==> src/rtl/fp_result_display_if.sv <==
// fp_result_display_if
//   Valid/ready result bus between the FP adder output stage (master)
//   and the result display block (slave).
//   in_data  : 32-bit FP result word        (master -> slave)
//   in_valid : in_data is valid this cycle  (master -> slave)
//   in_ready : slave accepts in_data        (slave -> master)
interface fp_result_display_if;
    logic [31:0] in_data;
    logic        in_valid;
    logic        in_ready;

    modport master (
        output in_data,
        output in_valid,
        input  in_ready
    );

    modport slave (
        input  in_data,
        input  in_valid,
        output in_ready
    );
endinterface

==> src/rtl/fp_result_display.sv <==
// fp_result_display
//   Holds the latest FP adder result and shows one selected byte of it as
//   two hex digits on a pair of 7-segment displays. A debounced push-button
//   steps the byte select (0..3, wrapping). LEDs show the one-hot byte select
//   and a flag that is set when a different value has been captured since the
//   last button press.
// Ports
//   clk          system clock, rising edge
//   rst          synchronous reset, active-low
//   bus          result handshake (slave side): in_data, in_valid, in_ready
//   freeze       1 = hold current value and refuse new results
//   noisy_level  raw asynchronous push-button level
//   leds         {new_flag, 3'b000, one-hot byte select}
//   an0,a0..g0   digit 0 (low nibble), anode + segments, active-low
//   an1,a1..g1   digit 1 (high nibble), anode + segments, active-low
module fp_result_display #(
    parameter int DB_LIMIT = 50000,
    parameter int DB_CNT_W = 16
) (
    input  logic                clk,
    input  logic                rst,
    fp_result_display_if.slave  bus,
    input  logic                freeze,
    input  logic                noisy_level,
    output logic [7:0]          leds,
    output logic                an0,
    output logic                a0, b0, c0, d0, e0, f0, g0,
    output logic                an1,
    output logic                a1, b1, c1, d1, e1, f1, g1
);

    localparam logic [DB_CNT_W-1:0] DB_LAST = DB_CNT_W'(DB_LIMIT - 1);

    logic [31:0]         held;
    logic [1:0]          sel;
    logic                new_flag;
    logic                sync_ff1;
    logic                sync_ff2;
    logic                db_level;
    logic                db_level_q;
    logic [DB_CNT_W-1:0] db_cnt;
    logic [6:0]          seg0_r;
    logic [6:0]          seg1_r;
    logic [7:0]          leds_r;

    logic                capture;
    logic                press;
    logic [7:0]          byte_shown;
    logic [3:0]          sel_onehot;

    // Active-low segment pattern, bit 6 = a ... bit 0 = g.
    function automatic logic [6:0] hex_to_seg(input logic [3:0] nib);
        logic [6:0] seg;
        seg = 7'b1111111;
        case (nib)
            4'h0: seg = 7'b0000001;
            4'h1: seg = 7'b1001111;
            4'h2: seg = 7'b0010010;
            4'h3: seg = 7'b0000110;
            4'h4: seg = 7'b1001100;
            4'h5: seg = 7'b0100100;
            4'h6: seg = 7'b0100000;
            4'h7: seg = 7'b0001111;
            4'h8: seg = 7'b0000000;
            4'h9: seg = 7'b0000100;
            4'hA: seg = 7'b0001000;
            4'hB: seg = 7'b1100000;
            4'hC: seg = 7'b0110001;
            4'hD: seg = 7'b1000010;
            4'hE: seg = 7'b0110000;
            4'hF: seg = 7'b0111000;
            default: seg = 7'b1111111;
        endcase
        return seg;
    endfunction

    assign bus.in_ready = ~freeze;
    assign capture      = bus.in_valid & ~freeze;
    // db_level_q lags db_level by one cycle, so this is high for exactly the
    // cycle after a 0->1 transition of the debounced level.
    assign press        = db_level & ~db_level_q;

    // Button synchroniser and debouncer. The count restarts whenever the
    // synchronised sample matches the accepted level.
    always_ff @(posedge clk) begin
        if (!rst) begin
            sync_ff1   <= 1'b0;
            sync_ff2   <= 1'b0;
            db_level   <= 1'b0;
            db_level_q <= 1'b0;
            db_cnt     <= '0;
        end else begin
            sync_ff1   <= noisy_level;
            sync_ff2   <= sync_ff1;
            db_level_q <= db_level;
            if (sync_ff2 == db_level) begin
                db_cnt <= '0;
            end else if (db_cnt == DB_LAST) begin
                db_level <= sync_ff2;
                db_cnt   <= '0;
            end else begin
                db_cnt <= db_cnt + 1'b1;
            end
        end
    end

    // Held value, byte select and new-value flag. A capture that sets the
    // flag takes priority over the clear from a press in the same cycle.
    always_ff @(posedge clk) begin
        if (!rst) begin
            held     <= '0;
            sel      <= '0;
            new_flag <= 1'b0;
        end else begin
            if (capture) begin
                held <= bus.in_data;
            end
            if (press) begin
                sel <= sel + 2'd1;
            end
            if (capture && (bus.in_data != held)) begin
                new_flag <= 1'b1;
            end else if (press) begin
                new_flag <= 1'b0;
            end
        end
    end

    always_comb begin
        byte_shown = held[{sel, 3'b000} +: 8];
        sel_onehot = 4'b0001 << sel;
    end

    always_ff @(posedge clk) begin
        if (!rst) begin
            seg0_r <= 7'b0000001;
            seg1_r <= 7'b0000001;
            leds_r <= 8'h01;
        end else begin
            seg0_r <= hex_to_seg(byte_shown[3:0]);
            seg1_r <= hex_to_seg(byte_shown[7:4]);
            leds_r <= {new_flag, 3'b000, sel_onehot};
        end
    end

    // Both displays are always lit; there is no digit multiplexing.
    assign an0  = 1'b0;
    assign an1  = 1'b0;
    assign leds = leds_r;
    assign {a0, b0, c0, d0, e0, f0, g0} = seg0_r;
    assign {a1, b1, c1, d1, e1, f1, g1} = seg1_r;

endmodule

==> src/flat_wrapper.sv <==
// flat-port wrapper written by rule: the top's interface ports become plain ports
module fp_result_display_flat 
#(
    parameter int DB_LIMIT = 50000,
    parameter int DB_CNT_W = 16
)
  (clk, rst, freeze, noisy_level, leds, an0, a0, b0, c0, d0, e0, f0, g0, an1, a1, b1, c1, d1, e1, f1, g1, bus_in_data, bus_in_valid, bus_in_ready);
  fp_result_display_if bus_i ();
  input  logic clk;
  input  logic rst;
  input  logic freeze;
  input  logic noisy_level;
  output logic [7:0] leds;
  output logic an0;
  output logic a0;
  output logic b0;
  output logic c0;
  output logic d0;
  output logic e0;
  output logic f0;
  output logic g0;
  output logic an1;
  output logic a1;
  output logic b1;
  output logic c1;
  output logic d1;
  output logic e1;
  output logic f1;
  output logic g1;
  input wire logic [$bits(bus_i.in_data)-1:0] bus_in_data;
  input wire logic [$bits(bus_i.in_valid)-1:0] bus_in_valid;
  output wire logic [$bits(bus_i.in_ready)-1:0] bus_in_ready;
  assign bus_i.in_data = bus_in_data;
  assign bus_i.in_valid = bus_in_valid;
  assign bus_in_ready = bus_i.in_ready;
  fp_result_display #(.DB_LIMIT(DB_LIMIT), .DB_CNT_W(DB_CNT_W)) u_core (.clk(clk), .rst(rst), .bus(bus_i), .freeze(freeze), .noisy_level(noisy_level), .leds(leds), .an0(an0), .a0(a0), .b0(b0), .c0(c0), .d0(d0), .e0(e0), .f0(f0), .g0(g0), .an1(an1), .a1(a1), .b1(b1), .c1(c1), .d1(d1), .e1(e1), .f1(f1), .g1(g1));
endmodule
==> config.mk <==
export PLATFORM = sky130hd
export DESIGN_NAME = fp_result_display_flat
export DESIGN_NICKNAME = d
export VERILOG_FILES = /design/src/rtl/fp_result_display_if.sv /design/src/rtl/fp_result_display.sv /design/src/flat_wrapper.sv
export SDC_FILE = /design/constraint.sdc
export NUM_CORES = 1
export LEC_CHECK = 0
export BUFFER_PORTS_ARGS = -buffer_cell sky130_fd_sc_hd__buf_4
export CAP_MARGIN = 30
export CORE_ASPECT_RATIO = 2
export CORE_MARGIN = 8
export CORE_UTILIZATION = 40
export DETAILED_ROUTE_END_ITERATION = 12
export PLACE_DENSITY_LB_ADDON = 0.1
export SYNTH_ARGS = -nofsm -noshare
export SYNTH_HDL_FRONTEND = slang
export SYNTH_SLANG_ARGS = --single-unit
export TNS_END_PERCENT = 20
==> constraint.sdc <==
create_clock -name clk -period 2.95 [get_ports clk]
set_input_delay 0.295 -clock clk [delete_from_list [all_inputs] [get_ports clk]]
set_output_delay 0.295 -clock clk [all_outputs]
set_load 0.01 [all_outputs]
## Yosys cells after proc, flatten, opt, wreduce, memory -nomap -nowiden

Memory sizes are Yosys's and may differ from the RTL's. A register that Yosys moved wholly into a read port is not among the register bits.
Index checks and enable logic that the tools add are counted.

| cells by class | value |
|---|---|
| bitwise logic cells | 6 |
| reduce and logical (&&, ||, !) cells | 6 |
| eq/ne operators | 3 |
| mux-type cells | 2 |
| add/sub/neg operators | 2 |
| shift operators | 2 |
| divide/modulo/power cells | 0 |
| multipliers | 0 |
| $lt $le $gt $ge | 0 |

Operators by type and width:

| operator | count |
|---|---|
| $ne A32 B32 Y1 | 1 |
| $shiftx A32 B6 Y8 | 1 |
| $add A16 B1 Y16 const B | 1 |
| $eq A16 B16 Y1 const B | 1 |
| $not A1 Y1 | 4 |
| $shl A1 B2 Y4 const A | 1 |
| $reduce_or A3 Y1 | 1 |
| $add A2 B1 Y2 const B | 1 |
| $and A1 B1 Y1 | 2 |
| $logic_not A1 Y1 | 2 |
| $mux W1 | 2 |
| $reduce_and A2 Y1 | 1 |
| $reduce_bool A2 Y1 | 1 |
| $eq A1 B1 Y1 | 1 |
| $logic_and A1 B1 Y1 | 1 |

| word-level totals | value |
|---|---|
| bits in writable memories | 0 |
| input bits | 37 |
| latch bits | 0 |
| memories | 2 |
| memory bits (read-only) | 224 |
| output and inout port bits | 25 |
| register bits after elaboration | 63 |

Memory list:

| memory | depth | width | read ports | clocked after Yosys merged registers in | write ports | line | source |
|---|---|---|---|---|---|---|---|
| (name not given) | 16 | 7 | 1 | 1 | 0 | fp_result_display.sv:55 | `case (nib)` |
| (name not given) | 16 | 7 | 1 | 1 | 0 | fp_result_display.sv:55 |  |

## Depth between registers and ports, before layout

Gate-level depths: netlist (run 1).

| depth | value |
|---|---|
| depth in word-level cells | 4 |
| mapped depth | 7 |

## Least setup slack after synthesis (run 1)

No wires, ideal clock.

| timing | value |
|---|---|
| path type | register -> register |
| from | reg u_core.sel[0] |
| to | reg u_core.seg1_r[3] |
| period minus slack after synthesis | 2171 ps |
| path slack | 779 ps |
| cell stages (with the launch flop) | 8 |
| arrival time | 2056 ps |
| data required time | 2835 ps |
| cell sequence | dfxtp_1 buf_6 mux4_1 inv_1 ha_1 inv_1 mux4_2 and2_1 |

| between the ends | value |
|---|---|
| cells in the longest elaborated chain, start to end | 1 |

Ends and longest elaborated chain:

| element | line | source |
|---|---|---|
| start: declaration | fp_result_display.sv:35 | `logic [1:0] sel;` |
| start signal: assignment | fp_result_display.sv:119 | `sel <= sel + 2'd1;` |
| $shiftx A32 B6 Y8 | fp_result_display.sv:130 | `byte_shown = held[{sel, 3'b000} +: 8];` |
| end: declaration | fp_result_display.sv:43 | `logic [6:0] seg1_r;` |

No other way between the ends.
A chain may end at the register's enable or synchronous reset.

## Worst setup path in the final report (run 1)

Same ends and word-level chain as after synthesis.

==> results.md, run 1 <==
* Fmax achieved at roughly 430 MHz
* Startpoint Class: flip-flop
* Maximum VDD drop at between 0.3 and 0.4 mV
* Later-pin clock latency in the skew report at around 330 ps
* CTS Hold Bufs at 0
* Final setup viols at 0
* NumNets Final at 509
* Grt peak-use layer: met2
* Worst-Margin Slew at ~610 ps
* Io pins at 62
* Pin count of the biggest net entering global routing at 60
* Post-CTS resize count at 0
* Final period util at between 70 and 80%
* GRT Total Usage at 14.0%
* Max-Cap Viols at 0
* H-tree depth at 3
* Core area at ~9000 µm²
* Post-synthesis cell type count at 40
* Clk sinks at 74
* Vias in the first global route at 2,850
* Synth top area share at 40.0%
* Warnings, synthesis at 0
* Final WL at slightly below 9 mm
* TritonCTS Buffers at 9
* Vias per inst at approximately 5.0
* Met1 GRT Util at 13.3%
* Crit Path Class: reg2reg
* Initial DRC count at ~130
* Static leakage at ~1.9 nW
* Setup WS pre-CTS at between 600 and 700 ps
* First-pass GRT wire length at between 10 and 15 mm
* Proportion of layout cells with a drive suffix above 1 at a little under a fifth
* Placer Congestion at 0.809
* Fin. max-slew vios at 0
* Gate Count Post-Synth at 409
* Final core occ at 49.5%
* Area occupied by multi-input gates at slightly above 2000 µm²
* Routed vias at approximately 2,800
* Clock Tree Buf Depth at 2
* Die ar. at around 13,000 µm²
* HP Class: in2reg
* Grt total ovfl at 0
* DRC violation count after routing at 0
* Postcts setup bufs at 0
* Storage cell area at 1480 µm²
* Post-DP HPWL at roughly 6.8 mm
* Sequential fraction of the synthesis area at 40.0%
* Setup_tns at 0 ps
* Status: completed
* Fin. Hold Viols at 0
* Top fanout value on the critical path at 7
* Wire length per cell at roughly 16 µm
* Die Wd at 84.1 µm
* # fillers at between 800 and 900
* # diodes at 0
* Area Overhead vs Synth at 20.3%
* Synth Cell Area at roughly 3700 µm²
* EDFF count, synth at 0
* Average size of a mapped cell at roughly 9.1 µm²
* GR Layer Usage met2 at between 20 and 30%
* Post-route worst setup slack at about 630 ps
* Clk root buf: clkbuf_16
* Initial antenna violation count at 0
* Commonest cells in the netlist: 86 x nand2_1, 74 x dfxtp_1, 40 x xor2_1
* Port-buffer cells at 56
* Final min period at between 2000 and 2500 ps
* Site row count at roughly 50
* Relative slew margins at 59.2%
* CP endpoint kind: flip-flop
* Power density over cell area at ~550 nW/µm²
* Top-count cell post-synth: nand2_1
* FFs w/ async S/R, synth at 0%
* Yosys reg bits at 74
* Clock slew at reported path FFs at ~60 ps
* GR Layer Usage met3 at between 3 and 4%
* First-pass iteration count of the detailed router at 4
* Post-route ant nets at 0
* DIE HEIGHT at roughly 150 µm
* Most used DFF post-synth: dfxtp_1
* RSZ-0062 raised after global routing: false
* Top post-synthesis cells by area: dfxtp_1 40%, xor2_1 9.5%, nand2_1 8.7%
* Clock tree from TritonCTS: done
* WP data required at between 3000 and 4000 ps
* Area leader, netlist: dfxtp_1
* Final setup skew at about 5.7 ps
* Starting density of the core at 41.1%
* Worst path arrival time at 2550 ps
## critical path: stages (launching register included)
cell     delay, ps
dfxtp_1        470
mux4_1         700
inv_1          190
ha_1           190
inv_1           50
mux4_2         460
and2_1         170
## flip-flops by register name, indices dropped and copies added, names as in the netlist, 2 cells and up
register	flops
u_core.seg0_r	7
u_core.sel	2
u_core.leds	5
u_core.db_cnt	16
u_core.seg1_r	7
u_core.held	32
## cells by family after synthesis
| group | count (synthesis) | share of synthesized area (%) |
|---|---|---|
| xor gates and xnor gates | 48 | 11.3 |
| and+or+nand+nor | 163 | 19.6 |
| other | 1 | 0.101 |
| AOI/OAI and AO/OA | 56 | 11.2 |
| DFF | 74 | 40.0 |
| muxes | 15 | 7.46 |
| adders and majority gates | 14 | 4.73 |
| buffers and inverters | 38 | 5.50 |
## final cells by class
cell class                 count  share of cell area, %
multi-input combinational    301                   45.7
sequential                    74                   33.2
timing repair buffer          59                   9.94
clock buffer                   9                   5.05
tap                          102                   2.86
clock inverter                 6                   2.08
inverter                      13                   1.09
## through the flow
stage / total power, mW / instance area (µm²) / cells / hold WS (ps)
after floorplan: 1.21 / 3720 / 413 / 405
after global placement: 1.31 / 4140 / 549 / 425
after detailed placement: 1.31 / 4140 / 549 / 424
after CTS: 2.48 / 4460 / 564 / 163
after global routing: 2.54 / 4460 / 564 / 165
final: 2.44 / 4460 / 564 / 177
## cell usage in the layout (no fill, tap or decap), types with 4 or more instances in the layout
cell type | netlist | routed
xor2_1 | 40 | 40
and2_1 | 9 | 9
dfxtp_1 | 74 | 74
ha_1 | 14 | 14
mux4_2 | 7 | 7
xnor2_1 | 8 | 8
o21ai_0 | 6 | 6
nand2_1 | 86 | 86
mux2i_1 | 4 | 4
o211a_1 | 5 | 5
nor2_1 | 27 | 27
buf_4 | 6 | 59
clkbuf_16 | 0 | 9
conb_1 | 1 | 5
nor4_1 | 8 | 8
inv_1 | 13 | 13
a21boi_0 | 35 | 35
nand3_1 | 11 | 11
nand4_1 | 5 | 5
## final timing paths
| kind | slack, ps | endpoint | cells past startpoint | start |
|---|---|---|---|---|
| max | 630 | u_core.seg1_r[3] | 6 | u_core.sel[0] |
| min reg2reg | 440 | u_core.sync_ff2 | 1 | u_core.sync_ff1 |
| min | 180 | u_core.sync_ff1 | 2 | noisy_level |
| max reg2reg | 630 | u_core.seg1_r[3] | 6 | u_core.sel[0] |
## where the power goes
part	total, mW	switching, mW	internal, mW
Combinational	0.227	0.116	0.110
Sequential	1.06	0.0267	1.03
Clock	1.15	0.416	0.738
## layer usage
metal	wire (µm)	up-vias
met5	0	-
met4	330	0
met3	287	17
met2	4940	54
met1	3290	1287
li1	-	1451
Power figures use the tool's default switching activity.
==> run 2: changes to the inputs <==
- clock period: 2.95 -> 2.4 ns (I/O delays scaled with it)
==> run 2 against run 1 <==
Effect of this change:
- utilization rose by 0.44 points
- clock power up 30%
- flip-flop and latch count unchanged
- setup slack got worse by 430 ps
- combinational power is 24% higher
- first-iteration DRC count up 8.5%
- register-to-register slack worse by 430 ps
- critical path type unchanged
==> results.md, run 2 (synthesis gave the netlist of run 1 again) <==
* Wire length per cell at 15.8 µm (+0.47%)
* Max FFs per register at 32 (unchanged)
* GRT Total Usage at 14.6% (+0.60 points)
* Placer Congestion at 0.768 (-5.1%)
* Core area at 9010 µm² (unchanged)
* # diodes at 0 (unchanged)
* NumNets Final at 512 (+0.59%)
* Relative slew margins at 57.4% (-1.8 points)
* Initial antenna violation count at 0 (unchanged)
* Die ar. at 12,800 µm² (unchanged)
* Final period util at 91.8% (+13 points)
* Vias in the first global route at 3,068 (+7.6%)
* Maximum VDD drop at 0.387 mV (+24%)
* Initial DRC count at 140 (+8.5%)
* Final setup skew at 7.00 ps (+1.33 ps)
* Startpoint Class: flip-flop
* Fin. max-slew vios at 0 (unchanged)
* Worst-Margin Slew at 637 ps (+26.6 ps)
* Most flops, register: u_core.held
* RSZ-0062 raised after global routing: false
* Routed vias at 2,875 (+2.3%)
* Final Instance Area at 4500 µm² (+0.90%)
* CP max stage delay at 670 ps (-30 ps)
* First-pass GRT wire length at 15.0 mm (+5.4%)
* Vias per inst at 5.06 (+1.6%)
* CP endpoint kind: flip-flop
* Post-DP HPWL at 6.80 mm (+0.51%)
* Final min period at 2200 ps (-121 ps)
* TritonCTS Buffers at 9 (unchanged)
* Post-route ant nets at 0 (unchanged)
* CTS Hold Bufs at 0 (unchanged)
* Clock Tree Buf Depth at 2 (unchanged)
* Final WL at 8.95 mm (+1.2%)
* Critical path origin: u_core.sel[0]
* Fmax achieved at 454 MHz (+5.5%)
* H-tree depth at 3 (unchanged)
* Final std cells w/o fill at 568 (+0.71%)
* Most frequent cells in the layout: 86 x nand2_1, 74 x dfxtp_1, 62 x buf_4, 40 x xor2_1, 35 x a21boi_0
* Area Overhead vs Synth at 21.3%
* Min-Delay Startpoint: noisy_level
* Clock tree from TritonCTS: done
* Starting density of the core at 41.1% (unchanged)
* Placed cell count at 552 (+0.55%)
* Top flop regs: u_core.held x32, u_core.db_cnt x16
* Setup_tns at 0 ps (unchanged)
* WP data required at 2640 ps (-530 ps)
* Later-pin clock latency in the skew report at 340 ps (about the same)
* DRC violation count after routing at 0 (unchanged)
* Proportion of layout cells with a drive suffix above 1 at 19.3% (+0.70 points)
* Clock slew at reported path FFs at 60 ps (about the same)
* Crit Path Class: reg2reg
* Worst path arrival time at 2440 ps (-110 ps)
* Final core occ at 49.9% (+0.44 points)
* Io pins at 62 (unchanged)
* Power density over cell area at 686 nW/µm² (+25%)
* Final setup viols at 0 (unchanged)
* Max-Cap Viols at 0 (unchanged)
* Post-CTS resize count at 0 (unchanged)
* Port-buffer cells at 56 (unchanged)
* Clk root buf: clkbuf_16
* Commonest non-fill, non-tap cell in the layout: nand2_1
* Static leakage at 1.90 nW (+1.9%)
* CP max-delay cell: mux4_1
* HP Class: in2reg
* Clk sinks at 74 (unchanged)
* Most numerous cell on the critical path: inv_1
* Placed Area at 4160 µm² (+0.54%)
* Die Wd at 84.1 µm (unchanged)
* Status: completed
* Grt total ovfl at 0 (unchanged)
* Postcts setup bufs at 0 (unchanged)
* Site row count at 49 (unchanged)
* Fin. Hold Viols at 0 (unchanged)
* DIE HEIGHT at 152 µm (unchanged)
* # fillers at 860 (-3.7%)
* Cell Chain, Critical Path: mux4_1 > inv_1 > ha_1 > inv_1 > mux4_2 > and2_1
* R2R Path Start: u_core.sel[0]
* Pin count of the biggest net entering global routing at 59 (-1.7%)
* First-pass iteration count of the detailed router at 4 (unchanged)
* Top fanout value on the critical path at 5 (-2)
==> run 2: changes by cell type in the layout (fill, tap and decap cells not counted) <==
cell | before | now
inv_6 | 0 | 2
clkinvlp_4 | 2 | 0
clkbuf_8 | 0 | 2
clkinv_2 | 0 | 1
buf_4 | 59 | 62
clkinv_4 | 2 | 0
==> run 2: through the flow <==
stage          setup WS (ps)  hold slack (ps)  power, mW
2_1_floorplan            229              367       1.49
3_3_place_gp             294              417       1.61
3_5_place_dp             209              422       1.61
4_1_cts                  206              109       3.12
5_1_grt                  122              139       3.20
6_report                 197              120       3.09
==> run 2: worst max-delay path, delay by kind of cell (launching register included) <==
family | cells | cell delay [ps]
fa+ha+maj | 1 | 190
buf+inv | 2 | 240
flops | 1 | 400
mux | 2 | 1110
simple gates | 1 | 160
==> run 2: where the power goes <==
group / total (mW) / internal, mW / switching [mW]
Clock: 1.50 / 0.972 / 0.530
Combinational: 0.281 / 0.137 / 0.144
Sequential: 1.30 / 1.27 / 0.0325
==> run 2: area by class of cell <==
cell class              instances  area, µm²  area share (%)
well taps                     102        128            2.84
inverters                      13       48.8            1.09
clock inverters                 5       82.6            1.84
flip-flops and latches         74       1480            32.9
multi-input cells             301       2040            45.3
repair buffers                 62        465            10.4
clock buffers                  11        253            5.62
==> run 2: routing by layer <==
layer / track usage (%) / wire length (µm) / share of wire (%) / up-vias
met5: 0 / 0 / 0 / -
met4: 7.54 / 224 / 2.5 / 0
met3: 3.00 / 269 / 3.0 / 16
met2: 28.2 / 5120 / 57 / 55
met1: 13.6 / 3340 / 37 / 1349
li1: - / - / - / 1455
==> run 2: worst paths after layout <==
| check | to | slack, ps | depth (start not counted) |
|---|---|---|---|
| max | u_core.seg1_r[3] | 200 | 6 |
| min | u_core.sync_ff1 | 120 | 2 |
| max reg2reg | u_core.seg1_r[3] | 200 | 6 |
| min reg2reg | u_core.leds[7] | 430 | 2 |
